==> config.mk <==
export PLATFORM = sky130hd
export DESIGN_NAME = cbd_byte_feeder
export DESIGN_NICKNAME = d
export VERILOG_FILES = /design/src/rtl/cbd_byte_feeder.sv
export SDC_FILE = /design/constraint.sdc
export NUM_CORES = 2
export LEC_CHECK = 0
export ABC_AREA = 1
export BUFFER_PORTS_ARGS = -buffer_cell sky130_fd_sc_hd__buf_2
export CORE_AREA = 2 2 450 452
export DETAILED_ROUTE_END_ITERATION = 10
export DIE_AREA = 0 0 452 454
export PLACE_DENSITY = 0.43
export REMOVE_ABC_BUFFERS = 1
export SYNTH_ARGS = -nofsm -noshare
export SYNTH_HDL_FRONTEND = slang
export SYNTH_SLANG_ARGS = --single-unit
==> constraint.sdc <==
create_clock -name i_clk -period 1.6 [get_ports i_clk]
set_input_delay 0.32 -clock i_clk [delete_from_list [all_inputs] [get_ports i_clk]]
set_output_delay 0.32 -clock i_clk [all_outputs]
set_load 0.05 [all_outputs]
==> src/rtl/cbd_byte_feeder.sv <==
// ---------------------------------------------------------------------------
// cbd_byte_feeder
//
// Transmitter side of the CBD byte-stream interface. Accepts SHAKE256 squeeze
// blocks (RATE_BYTES wide) and serializes them into BEAT_BYTES-wide beats on a
// valid/ready handshake toward the cbd sampler. One polynomial needs 128 bytes
// (eta=2, 16 beats, one block) or 192 bytes (eta=3, 24 beats, two blocks);
// bytes beyond that are discarded.
//
// Ports:
//   i_clk, i_rstn    clock, asynchronous active-low reset
//   i_start, i_eta   start pulse and eta (2 or 3) sampled with it
//   i_blk            squeeze block, byte 0 in the top byte lane
//   i_blk_valid      squeeze block valid
//   o_blk_ready      feeder takes i_blk this cycle (only while requesting)
//   o_ibytes         output beat, first stream byte in [63:56]
//   o_ibytes_valid   output beat valid
//   i_ibytes_ready   cbd accepts the beat
//   o_busy           polynomial in progress
//   o_done           one-cycle pulse after the last beat is accepted
//   o_err            (CBD_FEED_ERR_EN only) sticky bad-start flag
//
// Optional feature macro: CBD_FEED_ERR_EN
//   Defined:   invalid eta or i_start while busy sets o_err; an invalid-eta
//              start is refused. o_err clears on the next accepted start.
//   Undefined: no o_err port; invalid eta is treated as 2 and a start while
//              busy is silently ignored.
// ---------------------------------------------------------------------------
module cbd_byte_feeder #(
  parameter int RATE_BYTES = 136,
  parameter int BEAT_BYTES = 8
) (
  input  logic                      i_clk,
  input  logic                      i_rstn,
  input  logic                      i_start,
  input  logic [1:0]                i_eta,
  input  logic [RATE_BYTES*8-1:0]   i_blk,
  input  logic                      i_blk_valid,
  output logic                      o_blk_ready,
  output logic [BEAT_BYTES*8-1:0]   o_ibytes,
  output logic                      o_ibytes_valid,
  input  logic                      i_ibytes_ready,
  output logic                      o_busy,
`ifdef CBD_FEED_ERR_EN
  output logic                      o_err,
`endif
  output logic                      o_done
);

  localparam int BLK_W  = RATE_BYTES * 8;
  localparam int BEAT_W = BEAT_BYTES * 8;
  localparam int BEATS_PER_BLK = RATE_BYTES / BEAT_BYTES;
  localparam logic [4:0] LAST_WBEAT = 5'(BEATS_PER_BLK - 1);

  typedef enum logic [1:0] {
    IDLE = 2'd0,
    REQ  = 2'd1,
    SEND = 2'd2,
    DONE = 2'd3
  } state_t;

  state_t             state_q, state_d;
  logic [1:0]         eta_q, eta_d;
  logic [BLK_W-1:0]   blk_q, blk_d;
  logic [4:0]         wcnt_q, wcnt_d;
  logic [4:0]         tcnt_q, tcnt_d;
  logic               valid_q, valid_d;
  logic [4:0]         last_tbeat;
  logic               beat_xfer;
`ifdef CBD_FEED_ERR_EN
  logic               err_q, err_d;
  logic               eta_ok;

  assign eta_ok = (i_eta == 2'd2) || (i_eta == 2'd3);
`endif

  assign last_tbeat = (eta_q == 2'd3) ? 5'd23 : 5'd15;
  assign beat_xfer  = valid_q && i_ibytes_ready;

  // The block register is a shift register: the current beat always sits in
  // the top lane, so o_ibytes comes straight from flops and holds steady
  // while the sampler stalls.
  always_comb begin
    state_d = state_q;
    eta_d   = eta_q;
    blk_d   = blk_q;
    wcnt_d  = wcnt_q;
    tcnt_d  = tcnt_q;
    valid_d = valid_q;
`ifdef CBD_FEED_ERR_EN
    err_d   = err_q;
`endif
    case (state_q)
      IDLE: begin
        if (i_start) begin
`ifdef CBD_FEED_ERR_EN
          if (eta_ok) begin
            eta_d   = i_eta;
            err_d   = 1'b0;
            wcnt_d  = 5'd0;
            tcnt_d  = 5'd0;
            state_d = REQ;
          end else begin
            err_d   = 1'b1;
          end
`else
          eta_d   = (i_eta == 2'd3) ? 2'd3 : 2'd2;
          wcnt_d  = 5'd0;
          tcnt_d  = 5'd0;
          state_d = REQ;
`endif
        end
      end
      REQ: begin
        if (i_blk_valid) begin
          blk_d   = i_blk;
          wcnt_d  = 5'd0;
          valid_d = 1'b1;
          state_d = SEND;
        end
      end
      SEND: begin
        if (beat_xfer) begin
          tcnt_d = tcnt_q + 5'd1;
          wcnt_d = wcnt_q + 5'd1;
          blk_d  = blk_q << BEAT_W;
          if (tcnt_q == last_tbeat) begin
            valid_d = 1'b0;
            state_d = DONE;
          end else if (wcnt_q == LAST_WBEAT) begin
            valid_d = 1'b0;
            state_d = REQ;
          end
        end
      end
      DONE: begin
        wcnt_d  = 5'd0;
        tcnt_d  = 5'd0;
        state_d = IDLE;
      end
      default: begin
        valid_d = 1'b0;
        state_d = IDLE;
      end
    endcase
`ifdef CBD_FEED_ERR_EN
    // A start that arrives mid-operation is flagged but otherwise ignored.
    if (i_start && (state_q != IDLE)) begin
      err_d = 1'b1;
    end
`endif
  end

  always_ff @(posedge i_clk or negedge i_rstn) begin
    if (!i_rstn) begin
      state_q <= IDLE;
      eta_q   <= 2'd2;
      blk_q   <= '0;
      wcnt_q  <= 5'd0;
      tcnt_q  <= 5'd0;
      valid_q <= 1'b0;
`ifdef CBD_FEED_ERR_EN
      err_q   <= 1'b0;
`endif
    end else begin
      state_q <= state_d;
      eta_q   <= eta_d;
      blk_q   <= blk_d;
      wcnt_q  <= wcnt_d;
      tcnt_q  <= tcnt_d;
      valid_q <= valid_d;
`ifdef CBD_FEED_ERR_EN
      err_q   <= err_d;
`endif
    end
  end

  assign o_ibytes       = blk_q[BLK_W-1 -: BEAT_W];
  assign o_ibytes_valid = valid_q;
  assign o_blk_ready    = (state_q == REQ);
  assign o_busy         = (state_q == REQ) || (state_q == SEND);
  assign o_done         = (state_q == DONE);
`ifdef CBD_FEED_ERR_EN
  assign o_err          = err_q;
`endif

endmodule

# [After elaboration in Yosys (flattened, before gate mapping)]
# Cells that the tools add are included.
[totals] regBits=1103
[classes] n_mux=22 n_reduce_logical=11 n_eq_ne=11 add_sub_neg=2
[op_table] operator="$mux W1088" n=2
[op_table] operator="$pmux W1088 S2" n=1
[op_table] operator="$mux W5" n=5
[op_table] operator="$pmux W5 S4" n=1
[op_table] operator="$pmux W5 S3" n=1
[op_table] operator="$add A5 B1 Y5 const B" n=2
[op_table] operator="$mux W2" n=5
[op_table] operator="$reduce_and A3 Y1" n=3
[op_table] operator="$eq A2 B2 Y1 const B" n=4
[op_table] operator="$pmux W2 S4" n=1
[op_table] operator="$reduce_and A4 Y1" n=2
[op_table] operator="$ne A2 B2 Y1 const B" n=3
[op_table] operator="$eq A5 B5 Y1" n=1
[op_table] operator="$eq A5 B5 Y1 const B" n=1
[op_table] operator="$mux W1" n=5
[op_table] operator="$ne A3 B3 Y1 const B" n=1
[op_table] operator="$reduce_bool A3 Y1" n=1
[op_table] operator="$eq A2 B1 Y1 const B" n=1
[op_table] operator="$logic_not A2 Y1" n=1
[op_table] operator="$pmux W1 S2" n=1
[op_table] operator="$reduce_and A2 Y1" n=1
[op_table] operator="$reduce_bool A2 Y1" n=1
[op_table] operator="$logic_and A1 B1 Y1" n=1
[op_table] operator="$logic_or A1 B1 Y1" n=1

# [Longest topological paths before layout]
[logic_depth] word_depth=6 depth_mapped=12 mapped_depth_nobuf=10

# [Worst setup path after synthesis]
# No wires, ideal clock.
[synth_timing] path_kind="register to register" start="register state_q[0]" end="register blk_q[1041]" arrival_ns=1.982 n_path_buf=2 t_required_ns=1.481 stages_incl_launch_ff=9 period_less_slack_ns=2.101 path_slack_ns=-0.501 path_cell_list="dfrtp_1 > inv_1 > ha_1 > inv_1 > nor2_4 > buf_4 > clkbuf_1 > nand2_1 > o21a_1"
[synth_via] elab_chain_len=3 word_cells_on_any_way=7 classes_between="eq/ne (4); mux (1); reduce/logical (2)"
[synth_rtl] item="start, declared" line="62" rtl="state_t state_q, state_d;"
[synth_rtl] item="start signal, assigned" line="166" rtl="state_q <= state_d;"
[synth_rtl] item="$eq A2 B2 Y1 / $eq A2 B1 Y1 (equally long branches)" line="93" rtl="case (state_q)"
[synth_rtl] item="$ne A2 B2 Y1 (no line) / $reduce_bool A2 Y1 (equally long branches)"
[synth_rtl] item="$reduce_and A3 Y1 (no line)"
[synth_rtl] item="end signal, assigned" line="168" rtl="blk_q <= blk_d;"
[synth_rtl] item="end, declared" line="64" rtl="logic [BLK_W-1:0] blk_q, blk_d;"
# Parallel ways exist; a longest one is shown, timed or not.
# A chain may end at the register's enable or synchronous reset.

# [Worst setup path after layout]
[layout_timing] start="register state_q[0]" end="register blk_q[249]"
# Same word-level chain as after synthesis.

==> flow_summary.yaml <==
logic_synthesis:
  synth_largest_area_cell: "dfrtp_1"
  avgSynthCellArea_sq_um: 8.73
  synthesis.area_sq_um: 52700
  ys_types: 24
  ys_warn_count: 0
  synthTopCellsByArea: "dfrtp_1 52%, o211ai_1 13%, nand2_1 8.0%"
  synth_top_area_share_pct: 52.3
  syn-instance-count: 6036
  ys_seq_area_share_pct: 52.3
  ys_ff_latch: 1102
final_layout:
  final_util_pct: 40.9
  final_cell_mix: "1158 x buf_2, 1109 x nand2_1, 1102 x dfrtp_1"
  drive_gt1_share_pct: 23.1
  nets: 9502
  synthToLayoutAreaGrowth_pct: 55.9
  fillerInstances: 20100
  layout.cells.non_filler: 11200
  layout_commonest_cell: "buf_2"
  final_area_sq_um: 82200
worst_hold_path:
  min_path_type: "input port to asynchronous set/reset pin"
worst_setup_path:
  cpMostUsedCell: "buf_16"
  endpoint_kind: "flip-flop"
  cp.required_ns: 2.30
  slowest_stage: "dfrtp_1"
  crit_fanout: 38
  critical_path_class: "flip-flop to flip-flop"
  cp-start-kind: "flip-flop"
  max_stage_delay_ns: 0.37
  cp.arrival_ns: 2.86
  crit_chain: "inv_2 > buf_12 > ha_4 > nand2_4 > nand2_4 > nor2_4 > buf_12 > buf_16 > buf_16 > buf_16 > o211ai_1 > o21ai_0"
die:
  ioPinCount: 1163
  initial_utilization_pct: 26.2
  die_h_um: 454
  num_rows: 165
  core-area_sq_um: 201000
  die_area_sq_um: 205000
  die_w_um: 452
pwr:
  p_leak_nw: 36.8
  sw_frac_of_total_pct: 40.4
  p_comb_share_pct: 55.6
  max-vdd-ir-drop_mv: 1.63
  power.switching_mw: 72.3
  intPower_mw: 107
  p_clk_share_pct: 18.3
  power_frac_seq_pct: 26.1
  finalPower_mw: 179
  powerDensity_nw_per_um2: 2180
timing:
  clock.fmax_mhz: 464
  grt_setup_unrepaired: "true"
  final_hold_viol_count: 0
  tightest_slew_ns: 0.605
  worst_hold_slack_ns: 0.0720
  setup_ws_ns: -0.555
  fin_skew_ns: 0.0366
  fin_tns_setup_ns: -462.98
  min_period_over_period_pct: 135
  finalMaxSlewViolations: 0
  period_needed_ns: 2.15
  setup_violations: 1169
  slew_headroom_pct: 59.7
place:
  post_dp_cell_area_sq_um: 63200
  gp_congestion: 0.881
  place_ws_ns: -0.485
  portBuffers: 1162
  place_inst: 9720
  dp_hpwl_um: 159000
routing:
  vias: 51800
  first_pass_iters: 6
  wl_met3_um: 10900
  drt_iter0_drc: 3506
  routed_wl_um: 227000
  ant_nets: 0
  top_layer_used: "met5"
  wl_per_cell_um: 20.2
  dr_wl_met2_um: 108000
  vias_per_cell: 4.61
  m1WireLength_um: 94200
  drc_errors: 0
clocking:
  cts-buffers-inserted: 141
  path_clk_slew_ns: 0.06
  clock_path_buffers: 3
  cts_sinks: 1102
  root_buffer: "clkbuf_16"
  h-tree-depth: 4
  cts_tree: "done"
  clock_latency_ns: 0.79
outcome:
  status: "complete, but fails checks"
  violations: "negative setup slack"
job:
  maxCapViolations: 0
global_routing:
  grt_overflow: 0
  grt_max_degree: 82
  grt_pass1_vias: 51600
  grt_use_total_pct: 20.8
  grt_pass1_wl_um: 324000
  antenna_found_initial: 84
==> layer usage <==
metal | track usage, % | vias to the layer above
met5 | 0 | -
met4 | 12.6 | 14
met3 | 4.27 | 652
met2 | 33.7 | 1585
met1 | 25.5 | 24700
li1 | - | 24800
==> final cells by class <==
| type | instances | area, sq um | area share [%] |
|---|---|---|---|
| inverters | 994 | 3740 | 4.55 |
| flip-flops and latches | 1102 | 27600 | 33.6 |
| clock inverters | 25 | 468 | 0.569 |
| well taps | 2672 | 3340 | 4.07 |
| diodes | 78 | 195 | 0.238 |
| repair buffers | 2760 | 24100 | 29.3 |
| multi-input cells | 3399 | 18500 | 22.5 |
| clock buffers | 217 | 4270 | 5.20 |
==> path summary, 6_finish.rpt <==
path,to,slack [ns],cells after the start,from
worst max register to register,blk_q[249],-0.55,12,state_q[0]
min in group i_clk,blk_q[1043],0.09,5,i_blk[1043]
max in group asynchronous,blk_q[1065],0.63,4,i_rstn
worst max-delay path,blk_q[249],-0.55,12,state_q[0]
worst min-delay path,blk_q[732],0.07,2,i_rstn
worst min register to register,blk_q[1007],0.48,1,blk_q[1007]
==> state kept, by name (all words and copies together), names as in the netlist <==
signal and flops:
state_q 2, eta_q 1, wcnt_q 5, blk_q 1088, o_ibytes_valid 1, tcnt_q 5
==> power groups by stage <==
stage | registers, mW | logic, mW | clock network, mW
6_report | 46.7 | 99.5 | 32.9
3_3_place_gp | 46.9 | 79.0 | 0
4_1_cts | 46.7 | 90.3 | 33.8
3_5_place_dp | 47.1 | 80.1 | 0
2_1_floorplan | 32.8 | 7.91 | 0
5_1_grt | 48.1 | 110 | 35.0
==> synthesized netlist by cell type, drive strengths merged <==
master,number
nor2,12
clkbuf,81
ha,9
nand3,76
a31o,1
or2,53
inv,994
a21oi,6
o21ai,1094
buf,460
nand4,3
o211ai,907
o21a,118
dfrtp,1102
nand2,1120
==> cells by family after synthesis <==
logic type | count (synthesis) | share of synthesized area, %
AOI/OAI and AO/OA | 2126 | 25.1
and+or+nand+nor | 1264 | 9.47
DFF | 1102 | 52.3
buffers and inverters | 1535 | 12.9
adders and majority gates | 9 | 0.214
==> critical path, delay by kind of cell, from the launching register on <==
kind                       cells  cell delay, ns
buffers and inverters          6            1.00
DFF                            1            0.37
AOI/OAI and AO/OA              2            0.24
and+or+nand+nor                3            0.22
adders and majority gates      1            0.18
==> repair_timing <==
action / 4_1_cts / 5_1_grt
endpoints found under the setup margin: 1164 / 1169
cloned: 21 / 44
pin swaps: 4 / 9
hold buffers: 1087 / 0
hold endpoints to repair: 1734 / 0
setup buffers: 28 / 28
resized for setup: 122 / 177
No activity file was read; power rests on OpenSTA's default activity.
